`config.mk`:
```
export PLATFORM = sky130hd
export DESIGN_NAME = mem_access_unit
export DESIGN_NICKNAME = d
export VERILOG_FILES = /design/src/rtl/mem_access_pkg.sv /design/src/rtl/mem_align.sv /design/src/rtl/mem_access_unit.sv
export SDC_FILE = /design/constraint.sdc
export NUM_CORES = 1
export LEC_CHECK = 0
export ABC_AREA = 1
export CAP_MARGIN = 20
export CORE_ASPECT_RATIO = 0.8
export CORE_UTILIZATION = 30
export DETAILED_ROUTE_END_ITERATION = 10
export GPL_TIMING_DRIVEN = 0
export PLACE_DENSITY_LB_ADDON = 0.08
export SYNTH_ARGS = -nofsm -noshare
export SYNTH_HDL_FRONTEND = slang
export SYNTH_HIERARCHICAL = 1
export SYNTH_SLANG_ARGS = --single-unit
export TNS_END_PERCENT = 1
```
`constraint.sdc`:
```
create_clock -name clk -period 2.45 [get_ports clk]
set_input_delay 0.49 -clock clk [delete_from_list [all_inputs] [get_ports clk]]
set_output_delay 0.49 -clock clk [all_outputs]
set_load 0.01 [all_outputs]
```
`src/rtl/mem_access_pkg.sv`:
```
// Shared types for the load/store unit: FSM state encoding,
// funct3 width codes and request decode helpers.
package mem_access_pkg;

   typedef enum logic [1:0] {
      IDLE,
      BUS0,
      BUS1,
      RESP
   } state_t;

   localparam logic [1:0] SZ_B = 2'b00;
   localparam logic [1:0] SZ_H = 2'b01;
   localparam logic [1:0] SZ_W = 2'b10;

   // Access size in bytes from funct3[1:0].
   function automatic logic [2:0] size_of(input logic [2:0] f3);
      logic [2:0] n;
      n = 3'd4;
      unique case (1'b1)
         (f3[1:0] == SZ_B): n = 3'd1;
         (f3[1:0] == SZ_H): n = 3'd2;
         default:           n = 3'd4;
      endcase
      return n;
   endfunction

   // Stores take only SB/SH/SW; loads add LBU/LHU.
   function automatic logic code_ok(input logic we,
                                    input logic [2:0] f3);
      logic ok;
      if (we)
         ok = !f3[2] && (f3[1:0] != 2'b11);
      else
         ok = (f3[1:0] != 2'b11) &&
              !(f3[2] && f3[1:0] == SZ_W);
      return ok;
   endfunction

   // True when the access spills past byte 3 of its word.
   function automatic logic crossing(input logic [1:0] off,
                                     input logic [2:0] f3);
      return ({1'b0, off} + size_of(f3)) > 3'd4;
   endfunction

endpackage

```
`src/rtl/mem_align.sv`:
```
// Lane steering for one bus beat: byte enables, shifted write
// data and assembled/extended load data.
// Ports: off, funct3, second (BUS1 beat), wdata, w0/w1 words
//        in; be, wlane, ldata out.
module mem_align
   import mem_access_pkg::*;
(
   input  logic [1:0]  off,
   input  logic [2:0]  funct3,
   input  logic        second,
   input  logic [31:0] wdata,
   input  logic [31:0] w0,
   input  logic [31:0] w1,
   output logic [3:0]  be,
   output logic [31:0] wlane,
   output logic [31:0] ldata
);

   logic [3:0]  mask;
   logic [7:0]  be_sh;
   logic [63:0] wd_sh;
   logic [31:0] lo;

   always_comb begin
      unique case (size_of(funct3))
         3'd1:    mask = 4'b0001;
         3'd2:    mask = 4'b0011;
         default: mask = 4'b1111;
      endcase
      // Upper halves of the shifted values feed the second beat.
      be_sh = {4'b0000, mask} << off;
      wd_sh = {32'b0, wdata} << {off, 3'b000};
      be    = second ? be_sh[7:4] : be_sh[3:0];
      wlane = second ? wd_sh[63:32] : wd_sh[31:0];
      lo    = 32'({w1, w0} >> {off, 3'b000});
      unique case (funct3)
         3'b000:  ldata = {{24{lo[7]}}, lo[7:0]};
         3'b001:  ldata = {{16{lo[15]}}, lo[15:0]};
         3'b100:  ldata = {24'b0, lo[7:0]};
         3'b101:  ldata = {16'b0, lo[15:0]};
         default: ldata = lo;
      endcase
   end

endmodule

```
`src/rtl/mem_access_unit.sv`:
```
// Load/store unit: one request per start, req/ack word bus with
// byte-lane steering, split crossing accesses and a watchdog.
// Ports: clk, rst (async, active-low); start/we/funct3/addr/wdata
//        request; busy/done/rdata/fault status; bus_* memory bus.
// Option: MEM_SPLIT_EN enables two-beat word-crossing accesses;
//         without it crossing requests fault at issue.
module mem_access_unit
   import mem_access_pkg::*;
#(
   parameter int TIMEOUT = 255
) (
   input  logic        clk,
   input  logic        rst,
   input  logic        start,
   input  logic        we,
   input  logic [2:0]  funct3,
   input  logic [31:0] addr,
   input  logic [31:0] wdata,
   output logic        busy,
   output logic        done,
   output logic [31:0] rdata,
   output logic        fault,
   output logic        bus_req,
   output logic        bus_we,
   output logic [31:0] bus_addr,
   output logic [3:0]  bus_be,
   output logic [31:0] bus_wdata,
   input  logic [31:0] bus_rdata,
   input  logic        bus_ack
);

   localparam int CW = $clog2(TIMEOUT + 1);

`ifdef MEM_SPLIT_EN
   localparam bit SPLIT = 1'b1;
`else
   localparam bit SPLIT = 1'b0;
`endif

   state_t        state, state_n;
   logic          we_q;
   logic [2:0]    f3_q;
   logic [31:0]   addr_q, wdata_q, w0_q;
   logic [31:0]   rdata_q;
   logic          fault_q;
   logic [CW-1:0] cnt;
   logic          issue_bad, tmo, accept;
   logic [3:0]    be;
   logic [31:0]   wlane, ldata, w0;

   assign accept    = (state == IDLE) && start;
   assign issue_bad = !code_ok(we, funct3) ||
                      (!SPLIT && crossing(addr[1:0], funct3));
   assign tmo       = (cnt == CW'(TIMEOUT - 1)) && !bus_ack;
   // Single-beat loads assemble straight from the bus word.
   assign w0        = (state == BUS0) ? bus_rdata : w0_q;
   assign rdata     = rdata_q;
   assign fault     = fault_q;

   mem_align u_align (
      .off    (addr_q[1:0]),
      .funct3 (f3_q),
      .second (state == BUS1),
      .wdata  (wdata_q),
      .w0     (w0),
      .w1     (bus_rdata),
      .be     (be),
      .wlane  (wlane),
      .ldata  (ldata)
   );

   always_comb begin
      state_n   = state;
      busy      = 1'b0;
      done      = 1'b0;
      bus_req   = 1'b0;
      bus_we    = 1'b0;
      bus_addr  = 32'b0;
      bus_be    = 4'b0;
      bus_wdata = 32'b0;
      unique case (state)
         IDLE: begin
            if (start)
               state_n = issue_bad ? RESP : BUS0;
         end
         BUS0: begin
            busy      = 1'b1;
            bus_req   = 1'b1;
            bus_we    = we_q;
            bus_addr  = {addr_q[31:2], 2'b00};
            bus_be    = be;
            bus_wdata = wlane;
            if (bus_ack) begin
`ifdef MEM_SPLIT_EN
               state_n = crossing(addr_q[1:0], f3_q) ? BUS1 : RESP;
`else
               state_n = RESP;
`endif
            end else if (tmo) begin
               state_n = RESP;
            end
         end
`ifdef MEM_SPLIT_EN
         BUS1: begin
            busy      = 1'b1;
            bus_req   = 1'b1;
            bus_we    = we_q;
            bus_addr  = {addr_q[31:2], 2'b00} + 32'd4;
            bus_be    = be;
            bus_wdata = wlane;
            if (bus_ack || tmo)
               state_n = RESP;
         end
`endif
         RESP: begin
            busy    = 1'b1;
            done    = 1'b1;
            state_n = IDLE;
         end
         default: state_n = IDLE;
      endcase
   end

   always_ff @(posedge clk or negedge rst) begin
      if (!rst) begin
         state   <= IDLE;
         we_q    <= 1'b0;
         f3_q    <= 3'b0;
         addr_q  <= 32'b0;
         wdata_q <= 32'b0;
         w0_q    <= 32'b0;
         rdata_q <= 32'b0;
         fault_q <= 1'b0;
         cnt     <= '0;
      end else begin
         state <= state_n;
         if (accept) begin
            we_q    <= we;
            f3_q    <= funct3;
            addr_q  <= addr;
            wdata_q <= wdata;
            rdata_q <= 32'b0;
            fault_q <= issue_bad;
            cnt     <= '0;
         end
         if (state == BUS0 || state == BUS1) begin
            if (bus_ack) begin
               cnt <= '0;
               if (state == BUS0)
                  w0_q <= bus_rdata;
               if (state_n == RESP && !we_q)
                  rdata_q <= ldata;
            end else if (tmo) begin
               fault_q <= 1'b1;
            end else begin
               cnt <= cnt + 1'b1;
            end
         end
      end
   end

endmodule

```
==> flow_metrics.py, run 1 <==
metrics = {
    "sta": {
        "worst-slew-pin-transition_ns": 0.700,
        "timing.final.crit_period_ns": 2.50,
        "grt_setup_unrepaired": "true",
        "drv_slew": 0,
        "timing.final.ws_setup_ns": -0.0520,
        "finClkSkew_ns": 0.0112,
        "period_share_pct": 102,
        "maxSlewHeadroom_pct": 53.3,
        "max_freq_ghz": 0.400,
        "hold_violations": 0,
        "whs_ns": 0.0748,
        "report.final.setup_viol": 13,
    },
    "critical_path": {
        "timing.rr.end": "rdata[10]",
        "critPathArrivalTime_ns": 2.01,
        "cp_max_fo": 8,
        "worst-r2r-cell-count": 14,
        "cp.required_ns": 1.96,
        "reg2reg_slack_ns": 0.12,
        "criticalPathCategory": "reg -> out",
        "worstPathCellList": "ha_4 -> nor2_4 -> buf_8 -> nand2_8 -> o21ai_2 -> nand2_1 -> inv_1 -> clkdlybuf4s15_2",
        "cp_slowest_cell": "sky130_fd_sc_hd__dfrtp_2",
        "slowest_delay_ns": 0.46,
        "endpoint_kind": "output port",
        "reg2reg_from": "state[1]",
        "worstSetupStartpointType": "flip-flop",
    },
    "place": {
        "port_buffers": 206,
        "weighted_congestion_reported_at_the_end_of_routability_driven_placement": 0.903,
        "dp.final_hpwl_um": 26300,
        "area_after_dpl_um2": 11500,
        "placement.setup.worst_slack_ns": -0.907,
    },
    "floorplanning": {
        "chipWidth_um": 195,
        "fp.coreArea_um2": 29400,
        "die-height_um": 157,
        "die-area_um2": 30600,
        "placement_rows": 56,
        "floorplan.initialDensity_pct": 30.5,
        "io-pin-count": 209,
    },
    "global_routing": {
        "grt_first_pass_wirelength_um": 55100,
        "vias_in_the_first_global_route": 9534,
        "gr-total-overflow": 0,
        "antenna_found_initial": 2,
        "groute.usage.overall_pct": 24.0,
        "grt_max_degree": 76,
    },
    "power_and_ir_drop": {
        "net_switching_power_of_the_design_mw": 7.77,
        "static-leakage-power_nw": 6.64,
        "power.switching_fraction_pct": 47.8,
        "share_clk_of_total_power_pct": 16.2,
        "power.total_mw": 16.3,
        "cellPowerDensity_nw_per_um2": 1280,
        "p_comb_share_pct": 60.0,
        "power.share.sequential_pct": 23.8,
        "vdd_ir_drop_max_mv": 0.600,
        "power.internal_mw": 8.50,
    },
    "yosys": {
        "synth_async_sr_flop_share_pct": 100,
        "synth-main-ff-cell": "sky130_fd_sc_hd__dfrtp_1",
        "synth_seq_area_share_pct": 39.9,
        "ys_warn_count": 6,
        "syn_area_per_cell_um2": 6.59,
        "ys_seq_elements": 143,
        "ys_types": 34,
        "synthesis.area_um2": 8970,
        "synth_enable_flop_cells": 0,
        "synth_cells": 1360,
    },
    "route": {
        "wire_per_inst_um": 17.7,
        "antenna_violating_nets_left": 0,
        "drcViolationCount": 0,
        "count_of_vias_placed_by_the_detailed_router": 9689,
        "drtIter0Drc": 609,
        "viasPerCell": 4.81,
        "wl_um": 35600,
        "firstDrtPassIters": 5,
    },
    "clock_tree": {
        "cts-buffers-inserted": 17,
        "cts_tree": "yes",
        "clk_path_buf_depth": 2,
        "root_buffer": "sky130_fd_sc_hd__clkbuf_16",
        "hold_buffers": 0,
        "htreeDepth": 4,
        "clk_latency_ns": 0.44,
        "clock_sink_count": 143,
        "clock_pin_transition_on_the_worst_setup_and_hold_timing_paths_ns": 0.07,
    },
    "finish": {
        "num-fill-cells": 3095,
        "nets": 1738,
        "final_cell_area_um2": 12700,
        "final_core_util_pct": 43.3,
        "final_layout_size_suffix_gt1_share_pct": 17.3,
        "flow.area_growth_from_synthesis_pct": 41.9,
        "diodes": 0,
    },
    "flow_run": {
        "cap_viol_max_count": 0,
    },
    "worst_hold_path": {
        "hold_class": "in -> async",
    },
    "run_status": {
        "failed_checks": "negative setup slack",
        "run_status": "complete, but fails checks",
    },
}
state kept, by name, indices dropped and copies added (netlist names):
register / cells
addr_q: 32
rdata: 32
w0_q: 32
wdata_q: 32
cnt: 8
f3_q: 3
state: 2
fault: 1
we_q: 1
metrics by stage:
| step | setup TNS, ns | std cells |
|---|---|---|
| final | -0.318 | 2015 |
| after floorplan | 0 | 1361 |
| after global placement | -842.26 | 1944 |
| after CTS | -1.59 | 2008 |
| after detailed placement | -57.42 | 1945 |
| after global routing | -3.82 | 2015 |
cells by family (layout without fill, tap and decap cells):
logic type,count (synthesis),count (layout),synth area share [%]
flip-flops,143,143,39.9
other,1,2,0.0418
adder cells (fa/ha/maj),9,9,1.34
AO/OA/AOI/OAI,167,167,10.2
AND/OR/NAND/NOR,779,781,35.8
buffers and inverters,260,535,12.7
XOR/XNOR,1,1,0.0977
how the worst max path moves through the flow:
stage / start / end / slack [ns] / depth (start not counted)
final: state[1] / bus_wdata[7] / -0.05 / 8
after global routing: state[1] / bus_wdata[20] / -0.14 / 9
after CTS: state[1] / bus_wdata[7] / -0.12 / 8
after detailed placement: state[1] / bus_be[1] / -0.91 / 8
after global placement: rst / addr_q[21] / -5.53 / 1
after floorplan: state[1] / rdata[31] / 0.28 / 14
what timing repair did:
item / 4_1_cts / 5_1_grt
hold endpoints to repair: 0 / 0
gates cloned: 3 / 1
resized for setup: 380 / 89
endpoints found under the setup margin: 100 / 115
setup buffers: 28 / 6
pin swaps: 26 / 26
synth_stat cells, drive strengths merged, types with 6 or more instances:
master | count | area share (%)
o21ai | 114 | 6.4
nand2 | 586 | 25
nor3 | 6 | 0.52
ha | 8 | 1.1
nand3 | 130 | 7.7
clkbuf | 25 | 1.0
a32oi | 7 | 0.68
nor2 | 48 | 2.1
dfrtp | 143 | 40
inv | 175 | 7.3
o22ai | 17 | 1.2
buf | 60 | 4.3
a21oi | 18 | 1.0
o211ai | 11 | 0.92
placed cells by master, fill, tap and decap left out, types with 3 or more instances in the layout:
master / Yosys / layout
sky130_fd_sc_hd__a21oi_2: 0 / 3
sky130_fd_sc_hd__o21ai_1: 9 / 26
sky130_fd_sc_hd__clkbuf_1: 25 / 17
sky130_fd_sc_hd__clkdlybuf4s50_1: 0 / 136
sky130_fd_sc_hd__nor2_4: 1 / 3
sky130_fd_sc_hd__buf_4: 8 / 37
sky130_fd_sc_hd__inv_2: 7 / 14
sky130_fd_sc_hd__o21ai_2: 0 / 11
sky130_fd_sc_hd__inv_8: 0 / 4
sky130_fd_sc_hd__clkinvlp_4: 0 / 3
sky130_fd_sc_hd__inv_1: 168 / 158
sky130_fd_sc_hd__o22ai_2: 0 / 8
sky130_fd_sc_hd__nor2_1: 46 / 45
sky130_fd_sc_hd__a32oi_1: 7 / 7
sky130_fd_sc_hd__buf_2: 34 / 71
sky130_fd_sc_hd__o211ai_1: 11 / 11
sky130_fd_sc_hd__nand2_2: 6 / 13
sky130_fd_sc_hd__inv_6: 0 / 4
sky130_fd_sc_hd__o22ai_1: 17 / 7
sky130_fd_sc_hd__buf_6: 12 / 37
sky130_fd_sc_hd__nor3_1: 4 / 3
sky130_fd_sc_hd__ha_1: 8 / 6
sky130_fd_sc_hd__clkbuf_2: 0 / 8
sky130_fd_sc_hd__clkbuf_16: 0 / 19
sky130_fd_sc_hd__clkinv_4: 0 / 4
sky130_fd_sc_hd__dfrtp_2: 0 / 3
sky130_fd_sc_hd__buf_16: 0 / 3
sky130_fd_sc_hd__buf_8: 0 / 10
sky130_fd_sc_hd__nand2_1: 580 / 570
sky130_fd_sc_hd__buf_12: 0 / 3
sky130_fd_sc_hd__nand3_4: 1 / 3
sky130_fd_sc_hd__nand3_2: 6 / 5
sky130_fd_sc_hd__o21ai_0: 105 / 77
sky130_fd_sc_hd__dfrtp_1: 143 / 140
sky130_fd_sc_hd__a21oi_1: 18 / 15
sky130_fd_sc_hd__nand3_1: 123 / 122
layer usage:
metal | wire length, um | vias to the layer above | GRT usage [%]
met1 | 16600 | 4560 | 32.6
met5 | 23 | - | 0
met2 | 16100 | 312 | 38.6
met3 | 2240 | 44 | 5.04
li1 | - | 4769 | -
met4 | 650 | 4 | 6.30
critical path: cells and delay by family, from the launching register on:
| kind | cells | cell delay, ns |
|---|---|---|
| compound gates | 1 | 0.11 |
| flops | 1 | 0.46 |
| fa+ha+maj | 1 | 0.23 |
| buf+inv | 3 | 0.43 |
| simple gates | 3 | 0.31 |
cell type report:
class	instances	area (um2)	area share (%)
buffer	85	693	5.45
clock buffer	17	425	3.34
tap	377	472	3.71
multi-input combinational	960	4520	35.5
timing repair buffer	243	2210	17.3
sequential	143	3580	28.1
clock inverter	15	153	1.20
inverter	175	672	5.28
power groups by stage:
stage	Combinational (mW)	Sequential, mW	Clock (mW)
floorplan	5.17	3.74	0
global placement	8.31	3.89	0
detailed placement	8.32	3.90	0
CTS	9.31	3.87	2.68
global route	10.8	3.98	2.80
finish	9.77	3.87	2.64
Power figures use the tool's default switching activity.
==> run 2: changes to the inputs <==
Settings changed: CORE_ASPECT_RATIO 0.8 to 1.4.
==> flow_metrics.py, run 2 (synthesis results as in run 1) <==
metrics = {
    "place": {
        "placedCellCount": 1948,
        "dp.final_hpwl_um": 26500,
        "area_after_dpl_um2": 11500,
        "port_buffers": 206,
        "weighted_congestion_reported_at_the_end_of_routability_driven_placement": 0.929,
        "placement.setup.worst_slack_ns": -1.07,
    },
    "global_routing": {
        "met1_usage_pct": 26.7,
        "grt_first_pass_wirelength_um": 54000,
        "groute.usage.overall_pct": 23.9,
        "vias_in_the_first_global_route": 9571,
        "grt_util_met3_pct": 4.35,
        "gr-total-overflow": 0,
        "top_usage_layer_grt": "met2",
        "antenna_found_initial": 0,
        "grt_max_degree": 73,
        "grtUsageMet2_pct": 41.6,
    },
    "route": {
        "firstDrtPassIters": 5,
        "drtIter0Drc": 671,
        "viasPerCell": 4.85,
        "drcViolationCount": 0,
        "count_of_vias_placed_by_the_detailed_router": 9717,
        "wl_um": 35700,
        "wire_per_inst_um": 17.8,
        "antenna_violating_nets_left": 0,
    },
    "finish": {
        "final_cell_mix": "575 x sky130_fd_sc_hd__nand2_1, 160 x sky130_fd_sc_hd__inv_1, 140 x sky130_fd_sc_hd__dfrtp_1, 136 x sky130_fd_sc_hd__clkdlybuf4s50_1, 122 x sky130_fd_sc_hd__nand3_1",
        "num-fill-cells": 3161,
        "flow.area_growth_from_synthesis_pct": 40.7,
        "nets": 1725,
        "final_layout_size_suffix_gt1_share_pct": 15.6,
        "instances_no_fill": 2005,
        "area.sequential_um2": 3580,
        "final_core_util_pct": 43.1,
        "diodes": 0,
        "final_cell_area_um2": 12600,
        "multi_input_area_um2": 4470,
        "layout_commonest_cell": "sky130_fd_sc_hd__nand2_1",
    },
    "sta": {
        "whs_ns": 0.0721,
        "grt_setup_unrepaired": "true",
        "hold_violations": 0,
        "max_freq_ghz": 0.378,
        "report.final.setup_viol": 68,
        "maxSlewHeadroom_pct": 52.0,
        "period_share_pct": 108,
        "final.setup.tns_ns": -6.36,
        "drv_slew": 0,
        "worst-slew-pin-transition_ns": 0.719,
        "finClkSkew_ns": 0.0101,
        "timing.final.ws_setup_ns": -0.196,
        "timing.final.crit_period_ns": 2.65,
    },
    "floorplanning": {
        "die-height_um": 207,
        "io-pin-count": 209,
        "floorplan.initialDensity_pct": 30.6,
        "fp.coreArea_um2": 29300,
        "die-area_um2": 30600,
        "placement_rows": 74,
        "chipWidth_um": 148,
    },
    "critical_path": {
        "endpoint_kind": "output port",
        "reg2reg_from": "state[1]",
        "cp.required_ns": 1.96,
        "critPathArrivalTime_ns": 2.16,
        "cp_max_fo": 7,
        "startpoint": "state[1]",
        "criticalPathCategory": "reg -> out",
        "worstSetupStartpointType": "flip-flop",
    },
    "clock_tree": {
        "hold_buffers": 0,
        "clock_sink_count": 143,
        "clk_path_buf_depth": 2,
        "cts_tree": "yes",
        "clock_pin_transition_on_the_worst_setup_and_hold_timing_paths_ns": 0.07,
        "htreeDepth": 4,
        "cts-buffers-inserted": 17,
        "root_buffer": "sky130_fd_sc_hd__clkbuf_16",
        "clk_latency_ns": 0.44,
    },
    "power_and_ir_drop": {
        "static-leakage-power_nw": 6.58,
        "vdd_ir_drop_max_mv": 0.734,
        "cellPowerDensity_nw_per_um2": 1270,
        "power.total_mw": 16.0,
    },
    "run_status": {
        "failed_checks": "negative setup slack",
        "run_status": "complete, but fails checks",
    },
    "flow_run": {
        "cap_viol_max_count": 0,
    },
    "worst_hold_path": {
        "hold_class": "in -> async",
    },
}
[run 2: changes by cell type in the layout (fill, tap and decap cells not counted), moves of 4 or more]
| cell | before | now |
|---|---|---|
| sky130_fd_sc_hd__buf_2 | 71 | 59 |
| sky130_fd_sc_hd__buf_4 | 37 | 30 |
| sky130_fd_sc_hd__clkdlybuf4s15_2 | 1 | 7 |
| sky130_fd_sc_hd__nand2_2 | 13 | 7 |
| sky130_fd_sc_hd__nand2_1 | 570 | 575 |
| sky130_fd_sc_hd__o21ai_0 | 77 | 82 |
| sky130_fd_sc_hd__o21ai_1 | 26 | 22 |
[run 2: critical path, stage by stage (launching register included)]
cell                       delay (ns)
sky130_fd_sc_hd__dfrtp_2         0.44
sky130_fd_sc_hd__ha_4            0.20
sky130_fd_sc_hd__buf_12          0.13
sky130_fd_sc_hd__nor2_4          0.15
sky130_fd_sc_hd__buf_8           0.16
sky130_fd_sc_hd__buf_6           0.11
sky130_fd_sc_hd__o211ai_1        0.08
sky130_fd_sc_hd__o211ai_1        0.14
sky130_fd_sc_hd__nand2_1         0.09
sky130_fd_sc_hd__inv_1           0.07
sky130_fd_sc_hd__buf_2           0.12
[run 2: layer usage]
layer,wire [um],up-vias
met3,1810,98
li1,-,4741
met2,17700,369
met5,0,-
met4,2340,0
met1,13800,4509
[run 2: path summary, 6_finish.rpt]
check | depth (start not counted) | slack (ns) | endpoint
max reg2reg | 12 | -0.04 | rdata[17]
max | 10 | -0.20 | bus_wdata[23]
max in group asynchronous | 2 | 1.52 | addr_q[1]
min | 1 | 0.07 | w0_q[27]
min in group clk | 3 | 0.46 | f3_q[1]
min reg2reg | 2 | 0.48 | wdata_q[23]
[run 2: final cells by class]
class | instances | share of cell area (%)
plain buffers | 85 | 5.47
repair buffers | 230 | 17.0
multi-input cells | 960 | 35.4
well taps | 380 | 3.77
inverters | 175 | 5.31
clock inverters | 13 | 1.09
flip-flops and latches | 143 | 28.4
clock buffers | 19 | 3.51
[run 2: report_power, final]
group	internal, mW	switching [mW]
combinational	3.64	5.91
sequential	3.26	0.631
clock	1.53	1.07
total	8.43	7.62
[run 2: repair_timing]
action,CTS,global route
pin swaps,12,26
setup endpoints to repair,100,100
cloned,2,1
setup buffers,18,4
gates resized for setup,348,80
==> run 3: changes to the inputs <==
Clock period 2.45 ns to 2.4 ns, I/O delays scaled along.
==> flow_metrics.py, run 3 (synthesis results as in run 1) <==
metrics = {
    "clock_tree": {
        "clk_path_buf_depth": 2,
        "clk_latency_ns": 0.44,
        "hold_buffers": 0,
        "htreeDepth": 4,
        "cts-buffers-inserted": 17,
        "root_buffer": "sky130_fd_sc_hd__clkbuf_16",
        "clock_pin_transition_on_the_worst_setup_and_hold_timing_paths_ns": 0.06,
        "cts_tree": "yes",
        "clock_sink_count": 143,
    },
    "floorplanning": {
        "floorplan.initialDensity_pct": 30.6,
        "chipWidth_um": 148,
        "die-area_um2": 30600,
        "placement_rows": 74,
        "io-pin-count": 209,
        "fp.coreArea_um2": 29300,
        "die-height_um": 207,
    },
    "critical_path": {
        "cp.required_ns": 1.92,
        "cp_max_fo": 10,
        "criticalPathCategory": "reg -> out",
        "worstSetupStartpointType": "flip-flop",
        "critPathArrivalTime_ns": 2.14,
        "endpoint_kind": "output port",
    },
    "global_routing": {
        "antenna_found_initial": 0,
        "vias_in_the_first_global_route": 9563,
        "grt_first_pass_wirelength_um": 54000,
        "grt_max_degree": 73,
        "groute.usage.overall_pct": 23.9,
        "gr-total-overflow": 0,
    },
    "finish": {
        "flow.area_growth_from_synthesis_pct": 39.9,
        "layout_commonest_cell": "sky130_fd_sc_hd__nand2_1",
        "nets": 1721,
        "final_cell_mix": "575 x sky130_fd_sc_hd__nand2_1, 163 x sky130_fd_sc_hd__inv_1, 140 x sky130_fd_sc_hd__dfrtp_1, 135 x sky130_fd_sc_hd__clkdlybuf4s50_1, 122 x sky130_fd_sc_hd__nand3_1",
        "final_layout_size_suffix_gt1_share_pct": 15.1,
        "diodes": 0,
        "final_core_util_pct": 42.9,
    },
    "run_status": {
        "failed_checks": "negative setup slack",
        "run_status": "complete, but fails checks",
    },
    "power_and_ir_drop": {
        "static-leakage-power_nw": 6.55,
        "cellPowerDensity_nw_per_um2": 1290,
        "vdd_ir_drop_max_mv": 0.714,
        "power.total_mw": 16.2,
    },
    "sta": {
        "worst-slew-pin-transition_ns": 0.716,
        "maxSlewHeadroom_pct": 52.3,
        "max_freq_ghz": 0.381,
        "timing.final.crit_period_ns": 2.62,
        "timing.final.ws_setup_ns": -0.223,
        "final.setup.tns_ns": -8.89,
        "period_share_pct": 109,
        "whs_ns": 0.0615,
        "drv_slew": 0,
        "report.final.setup_viol": 70,
        "grt_setup_unrepaired": "true",
        "finClkSkew_ns": 0.0105,
        "hold_violations": 0,
    },
    "place": {
        "port_buffers": 206,
        "placement.setup.worst_slack_ns": -1.11,
        "dp.final_hpwl_um": 26500,
        "weighted_congestion_reported_at_the_end_of_routability_driven_placement": 0.929,
    },
    "flow_run": {
        "cap_viol_max_count": 0,
    },
    "route": {
        "antenna_violating_nets_left": 0,
        "wl_um": 35600,
        "count_of_vias_placed_by_the_detailed_router": 9677,
        "wire_per_inst_um": 17.8,
        "drtIter0Drc": 654,
        "firstDrtPassIters": 5,
        "drcViolationCount": 0,
        "viasPerCell": 4.84,
    },
    "worst_hold_path": {
        "hold_class": "in -> async",
    },
}
run 3: layer usage:
layer	track usage [%]	vias up	wire length (um)
li1	-	4734	-
met1	26.7	4501	13800
met2	41.6	350	17600
met3	4.35	92	1820
met4	15.5	0	2330
met5	0	-	0
run 3: power by group:
| part | internal [mW] | leakage, nW | switching [mW] | total [mW] |
|---|---|---|---|---|
| clock | 1.56 | 0.280 | 1.09 | 2.65 |
| sequential | 3.33 | 1.85 | 0.640 | 3.97 |
| combinational | 3.59 | 4.43 | 5.96 | 9.55 |
run 3: metrics by stage:
| stage | area, um2 | instances |
|---|---|---|
| 2_1_floorplan | 8970 | 1361 |
| 3_3_place_gp | 11500 | 1947 |
| 3_5_place_dp | 11500 | 1948 |
| 4_1_cts | 12400 | 2000 |
| 5_1_grt | 12500 | 2001 |
| 6_report | 12500 | 2001 |
run 3: final cells by class:
cell class | instances | area [um2]
buffer | 85 | 692
clock buffer | 19 | 443
clock inverter | 13 | 138
fill | 3175 | 16700
inverter | 175 | 669
multi-input combinational | 959 | 4440
sequential | 143 | 3580
tap | 380 | 475
timing repair buffer | 227 | 2110
run 3: final timing paths:
| kind | start | end | cells past startpoint | slack [ns] |
|---|---|---|---|---|
| worst min register to register | addr_q[30] | addr_q[30] | 2 | 0.48 |
| worst min-delay path | rst | w0_q[27] | 1 | 0.06 |
| worst max-delay path | state[1] | bus_wdata[13] | 9 | -0.22 |
| worst max register to register | state[1] | rdata[18] | 12 | -0.02 |
| max in group asynchronous | rst | addr_q[1] | 2 | 1.49 |
| min in group clk | funct3[0] | f3_q[0] | 3 | 0.37 |
run 3: what timing repair did:
action	CTS	global route
pin swaps	12	10
setup buffers	18	1
resized for setup	355	62
cloned	2	0
endpoints found under the setup margin	106	118
run 3: critical path, cell delays in order (launching register included):
cell and delay [ns]:
sky130_fd_sc_hd__dfrtp_2 0.45, sky130_fd_sc_hd__buf_4 0.17, sky130_fd_sc_hd__inv_4 0.07, sky130_fd_sc_hd__ha_4 0.15, sky130_fd_sc_hd__buf_8 0.13, sky130_fd_sc_hd__clkbuf_16 0.17, sky130_fd_sc_hd__buf_6 0.15, sky130_fd_sc_hd__nand2_1 0.08
sky130_fd_sc_hd__inv_1 0.06, sky130_fd_sc_hd__dlygate4sd2_1 0.26
